[src/rtl/cnn_layer_sequencer.sv]
// Conv/pool stage sequencer: launches each enabled stage with a one-cycle pulse, waits for its
// done edge, and flags timeouts and done edges arriving from the wrong stage. All outputs registered.
module cnn_layer_sequencer #(
  parameter int                    NUM_LAYERS = 2,
  parameter logic [NUM_LAYERS-1:0] POOL_MASK  = {NUM_LAYERS{1'b1}},
  parameter int                    CNT_W      = 32,
  parameter int                    TIMEOUT    = 1000000,
  localparam int                   NS         = 2 * NUM_LAYERS,
  localparam int                   IW         = (NS > 1) ? $clog2(NS) : 1
) (
  input  logic             clk,
  input  logic             rst,
  input  logic             start,
  input  logic             abort,
  input  logic [NS-1:0]    stage_done,
  output logic [NS-1:0]    stage_start,
  output logic [IW-1:0]    cur_stage,
  output logic             busy,
  output logic             done,
  output logic             error,
  output logic [1:0]       err_code,
  output logic [CNT_W-1:0] stage_cycles,
  output logic             cycles_valid,
  output logic [CNT_W-1:0] total_cycles
);

  typedef enum logic [2:0] {
    S_IDLE   = 3'd0,
    S_LAUNCH = 3'd1,
    S_WAIT   = 3'd2,
    S_DONE   = 3'd3,
    S_ERR    = 3'd4
  } state_t;

  localparam logic [1:0] ERR_TIMEOUT  = 2'b01;
  localparam logic [1:0] ERR_SPURIOUS = 2'b10;

  function automatic logic [NS-1:0] en_mask_f();
    logic [NS-1:0] m;
    for (int l = 0; l < NUM_LAYERS; l++) begin
      m[2*l]   = 1'b1;
      m[2*l+1] = POOL_MASK[l];
    end
    return m;
  endfunction

  localparam logic [NS-1:0]    EN_MASK = en_mask_f();
  localparam logic [CNT_W-1:0] TMO_VAL = CNT_W'(TIMEOUT);
  localparam bit               TMO_EN  = (TIMEOUT != 0);

  function automatic logic [NS-1:0] onehot(input logic [IW-1:0] i);
    return NS'(1) << i;
  endfunction

  state_t           state_q, state_d;
  logic [IW-1:0]    idx_q, idx_d;
  logic [CNT_W-1:0] cnt_q, cnt_d;
  logic [NS-1:0]    sdone_prev_q;
  logic [NS-1:0]    stage_start_q, stage_start_d;
  logic [IW-1:0]    cur_stage_q, cur_stage_d;
  logic             busy_q, busy_d;
  logic             done_q, done_d;
  logic             error_q, error_d;
  logic [1:0]       err_code_q, err_code_d;
  logic [CNT_W-1:0] stage_cycles_q, stage_cycles_d;
  logic             cycles_valid_q, cycles_valid_d;
  logic [CNT_W-1:0] total_q, total_d;

  logic [NS-1:0]    done_edge;
  logic             spurious;
  logic             own_edge;
  logic [CNT_W-1:0] cnt_plus1;
  logic [CNT_W-1:0] total_plus1;
  logic             tmo_hit;
  logic [IW-1:0]    nxt_idx;
  logic             nxt_vld;

  always_comb begin
    done_edge   = stage_done & ~sdone_prev_q;
    // Skipped stages are not in onehot(idx_q), so their edges count as spurious too.
    spurious    = |(done_edge & ~onehot(idx_q));
    own_edge    = |(done_edge & onehot(idx_q));
    cnt_plus1   = (&cnt_q) ? cnt_q : cnt_q + CNT_W'(1);
    total_plus1 = (&total_q) ? total_q : total_q + CNT_W'(1);
    tmo_hit     = TMO_EN && (cnt_plus1 == TMO_VAL);

    nxt_idx = idx_q;
    nxt_vld = 1'b0;
    for (int i = NS - 1; i >= 0; i--) begin
      if (EN_MASK[i] && (i > int'(idx_q))) begin
        nxt_idx = IW'(i);
        nxt_vld = 1'b1;
      end
    end
  end

  always_comb begin
    state_d        = state_q;
    idx_d          = idx_q;
    cnt_d          = cnt_q;
    stage_start_d  = '0;
    cur_stage_d    = cur_stage_q;
    busy_d         = busy_q;
    done_d         = done_q;
    error_d        = error_q;
    err_code_d     = err_code_q;
    stage_cycles_d = stage_cycles_q;
    cycles_valid_d = 1'b0;
    total_d        = total_q;

    if (state_q == S_LAUNCH || state_q == S_WAIT) begin
      total_d = total_plus1;
    end

    unique case (state_q)
      S_IDLE, S_DONE: begin
        if (start) begin
          state_d       = S_LAUNCH;
          idx_d         = '0;
          total_d       = '0;
          done_d        = 1'b0;
          busy_d        = 1'b1;
          stage_start_d = onehot('0);
          cur_stage_d   = '0;
        end
      end
      S_LAUNCH: begin
        cnt_d = '0;
        if (spurious) begin
          state_d    = S_ERR;
          error_d    = 1'b1;
          err_code_d = ERR_SPURIOUS;
          busy_d     = 1'b0;
        end else begin
          state_d = S_WAIT;
        end
      end
      S_WAIT: begin
        cnt_d = cnt_plus1;
        if (spurious) begin
          state_d    = S_ERR;
          error_d    = 1'b1;
          err_code_d = ERR_SPURIOUS;
          busy_d     = 1'b0;
        end else if (own_edge) begin
          stage_cycles_d = cnt_plus1;
          cycles_valid_d = 1'b1;
          if (nxt_vld) begin
            state_d       = S_LAUNCH;
            idx_d         = nxt_idx;
            stage_start_d = onehot(nxt_idx);
            cur_stage_d   = nxt_idx;
          end else begin
            state_d = S_DONE;
            done_d  = 1'b1;
            busy_d  = 1'b0;
          end
        end else if (tmo_hit) begin
          state_d    = S_ERR;
          error_d    = 1'b1;
          err_code_d = ERR_TIMEOUT;
          busy_d     = 1'b0;
        end
      end
      S_ERR: begin
      end
      default: begin
        state_d = S_IDLE;
      end
    endcase

    // Abort overrides everything above, including a same-cycle start.
    if (abort) begin
      state_d        = S_IDLE;
      stage_start_d  = '0;
      cycles_valid_d = 1'b0;
      busy_d         = 1'b0;
      done_d         = 1'b0;
      error_d        = 1'b0;
      err_code_d     = '0;
    end
  end

  always_ff @(posedge clk or posedge rst) begin
    if (rst) begin
      state_q        <= S_IDLE;
      idx_q          <= '0;
      cnt_q          <= '0;
      sdone_prev_q   <= '0;
      stage_start_q  <= '0;
      cur_stage_q    <= '0;
      busy_q         <= 1'b0;
      done_q         <= 1'b0;
      error_q        <= 1'b0;
      err_code_q     <= '0;
      stage_cycles_q <= '0;
      cycles_valid_q <= 1'b0;
      total_q        <= '0;
    end else begin
      state_q        <= state_d;
      idx_q          <= idx_d;
      cnt_q          <= cnt_d;
      sdone_prev_q   <= stage_done;
      stage_start_q  <= stage_start_d;
      cur_stage_q    <= cur_stage_d;
      busy_q         <= busy_d;
      done_q         <= done_d;
      error_q        <= error_d;
      err_code_q     <= err_code_d;
      stage_cycles_q <= stage_cycles_d;
      cycles_valid_q <= cycles_valid_d;
      total_q        <= total_d;
    end
  end

  assign stage_start  = stage_start_q;
  assign cur_stage    = cur_stage_q;
  assign busy         = busy_q;
  assign done         = done_q;
  assign error        = error_q;
  assign err_code     = err_code_q;
  assign stage_cycles = stage_cycles_q;
  assign cycles_valid = cycles_valid_q;
  assign total_cycles = total_q;

endmodule

[config.mk]
export PLATFORM = sky130hd
export DESIGN_NAME = cnn_layer_sequencer
export DESIGN_NICKNAME = d
export VERILOG_FILES = /design/src/rtl/cnn_layer_sequencer.sv
export SDC_FILE = /design/constraint.sdc
export NUM_CORES = 1
export LEC_CHECK = 0
export BUFFER_PORTS_ARGS = -buffer_cell sky130_fd_sc_hd__buf_2
export CORE_MARGIN = 3
export CORE_UTILIZATION = 45
export CTS_CLUSTER_SIZE = 40
export DETAILED_ROUTE_END_ITERATION = 7
export HOLD_SLACK_MARGIN = 0.06
export PLACE_DENSITY = 0.71
export SETUP_SLACK_MARGIN = 0.02
export SLEW_MARGIN = 20
export SYNTH_ARGS = -nofsm -noshare
export SYNTH_HDL_FRONTEND = slang
export SYNTH_SLANG_ARGS = --single-unit
[constraint.sdc]
create_clock -name clk -period 5.1 [get_ports clk]
set_clock_uncertainty 0.05 [all_clocks]
set_input_delay 1.53 -clock clk [delete_from_list [all_inputs] [get_ports clk]]
set_output_delay 1.53 -clock clk [all_outputs]
set_load 0.005 [all_outputs]
==> metrics.yaml <==
detailed_routing:
  drt_first_pass_iters: 5
  first_iter_violations: 491
  viasPerCell: 5.77
  vias: 5523
  drtAntennaViolNets: 0
  wl_per_cell_um: 16.8
  drc: 0
  routed_wl_um: 16100
critical_path:
  crit_fanout: 12
  crit_required_ns: 5.35
  crit_buf_inv: 0
  cp_cell_sequence: "ha_1 -> nand4_2 -> nor3_2 -> nand3_1 -> a311oi_1 -> a31oi_1 -> nor4_2 -> nand3_2 -> a311o_1"
  cp.arrival_ns: 3.96
  critPathLaunchType: "flop"
  slowest_stage: "nand3_1"
  cpLargestDelayFamily: "simple AND/OR/NAND/NOR gates"
  crit_type: "flop to flop"
  cp-end-kind: "flop"
  crit_path_max_incr_delay_ns: 0.52
clock_network:
  cts_tree: "done"
  cts_inserted_buffers: 17
  htree_levels: 4
  cts_setup_buffers: 0
  path_clk_slew_ns: 0.05
  cts_sinks: 115
  cts_buffer_depth: 2
  postCtsResizedCells: 0
  ctsHoldBuffers: 0
  clkLatencyLatePin_ns: 0.42
  clockRootBuffer: "clkbuf_16"
global_route:
  met3_usage_pct: 6.60
  grt_usage_pct: 21.1
  first_global_vias: 5369
  use_met2_pct: 34.5
  antenna_found_initial: 0
  grt_max_degree: 72
  grt-busiest-layer: "met2"
  grt_pass1_wl_um: 26800
  grt.overflow.total: 0
  met1_usage_pct: 26.9
placed_design:
  gp_congestion: 0.869
  placedCellCount: 925
  dp_worst_setup_slack_ns: 1.21
  io_buffers: 83
  hpwl_um: 11300
synth:
  synth_area_per_cell_sq_um: 9.00
  synth-main-ff-cell: "dfrtp_1"
  async_flop_share_pct: 100
  synth-xor-area-share_pct: 6.75
  ys_ff_latch: 115
  synth_cells: 707
  synthAdderAreaFrac_pct: 0.551
  synth_mux_area_share_pct: 2.32
  synthSimpleGateAreaFrac_pct: 25.5
  synth_edf_count: 0
  synth.distinct_cells: 67
  syn-num-nets: 717
  synth_warnings: 0
  seq_area_frac_synth_pct: 45.2
  synth_compound_area_share_pct: 15.3
  synth_top_family_by_area: "simple AND/OR/NAND/NOR gates"
  syn_area_sq_mm: 0.00636
cells_and_area:
  layout-drive-gt1-share_pct: 19.5
  diodes: 0
  nNetsFinal: 778
  area.sequential_sq_mm: 0.00288
  multi_input_area_sq_mm: 0.00322
  area_growth_pct: 16.3
  final_common_cell: "dfrtp_1"
  nFillCells: 1221
  final_cell_mix: "dfrtp_1, nand2_1, o21ai_0, buf_2, nor2_1"
  final_cells: 957
pwr:
  p_total_mw: 2.21
  intPower_mw: 1.69
  pwr-share-seq_pct: 43.1
  combPwrFrac_pct: 5.1
  p_sw_share_pct: 23.6
  power_density_mw_per_mm2: 299
  p_leak_nw: 3.18
  clockPowerShare_pct: 51.7
  power_switching_mw: 0.523
  peakVddDrop_v: 0.000191
sta:
  setup_viol: 0
  setup_tns_ns: 0
  slew_viol_final: 0
  hold_viol_final: 0
  rsz0062_at_grt: "no"
  timing.final.crit_share_pct: 72.7
  fmax_mhz: 270
  hold_slack_ns: 0.419
  slew_headroom_pct: 32.3
  period_minus_slack_ns: 3.71
  fin_ws_ns: 1.39
  tightest_slew_ns: 1.01
floorplanning:
  initial_core_util_pct: 47.1
  core_sq_mm: 0.0135
  die_x_um: 125
  rows: 42
  top_level_ports: 84
  die_area_sq_mm: 0.0156
  die-height_um: 125
flow_run:
  cap_violations: 0
run_status:
  status: "complete, no violations"
hold_path:
  hp-class: "flop to flop"
[kinds of logic after synthesis]
kind of cell	count (synthesis)
compound gates	159
xor+xnor	49
fa+ha+maj	3
buf+inv	60
flops	115
mux	13
simple gates	308
[cells in the mapped netlist (all sizes together), types with 7 or more instances]
cell,number,area share (%)
mux2i,8,1.3
inv,14,0.83
nand3,33,2.7
buf,17,1.8
nand2,101,6.0
nor2,59,3.5
and3,16,1.6
nand2b,7,0.69
and2,8,0.79
xor2,25,3.4
nor4,10,1.5
clkbuf,29,1.8
a31oi,10,0.98
or3,10,0.98
xnor2,24,3.3
o21ai,84,6.6
dfrtp,115,45
a21oi,21,1.7
nand4,24,2.7
nor3,15,1.3
[power groups by stage]
stage	logic, mW	registers (mW)	clock network, mW
6_report	0.114	0.955	1.15
5_1_grt	0.130	0.958	1.21
4_1_cts	0.117	0.955	1.16
3_5_place_dp	0.117	0.970	0
3_3_place_gp	0.113	0.969	0
2_1_floorplan	0.0708	0.966	0
[worst paths after layout]
kind	startpoint	end	slack, ns	depth (start not counted)
worst min register to register	stage_cycles[30]	stage_cycles[30]	0.42	2
worst max-delay path	cnt_q[0]	err_code[1]	1.39	9
min in group asynchronous	rst	stage_cycles[19]	1.25	2
worst max register to register	cnt_q[0]	err_code[1]	1.39	9
worst min-delay path	stage_cycles[30]	stage_cycles[30]	0.42	2
max in group asynchronous	rst	total_cycles[17]	2.90	3
[routing by layer]
| metal | vias up | part of all wire [%] |
|---|---|---|
| met3 | 23 | 5.7 |
| met4 | 0 | 1.6 |
| met1 | 2685 | 44 |
| li1 | 2660 | - |
| met2 | 155 | 48 |
| met5 | - | 0 |
[state kept, by name (all words and copies together) (netlist names), 2 cells and up]
register and count:
stage_start 4, cur_stage 2, sdone_prev_q 4, err_code 2, total_cycles 32, cnt_q 32
state_q 3, stage_cycles 32
[tightest hold or removal path: stages (launching register included)]
cell     delay (ns)
dfrtp_1        0.33
nand2_1        0.04
o21ai_0        0.06
[cell type report]
class,count,share of cell area (%)
Sequential cell,115,38.9
Multi-Input combinational cell,532,43.5
Inverter,14,0.744
Clock buffer,19,5.85
Clock inverter,13,1.86
Tap cell,176,2.98
Timing Repair Buffer,88,6.12
[stage by stage]
stage | instance area (sq um) | util [%]
floorplan | 6360 | -
global placement | 6830 | 50.5
detailed placement | 6830 | 50.5
CTS | 7400 | 54.8
global route | 7400 | 54.8
finish | 7400 | 54.8
(Power assumes the default switching activity.)
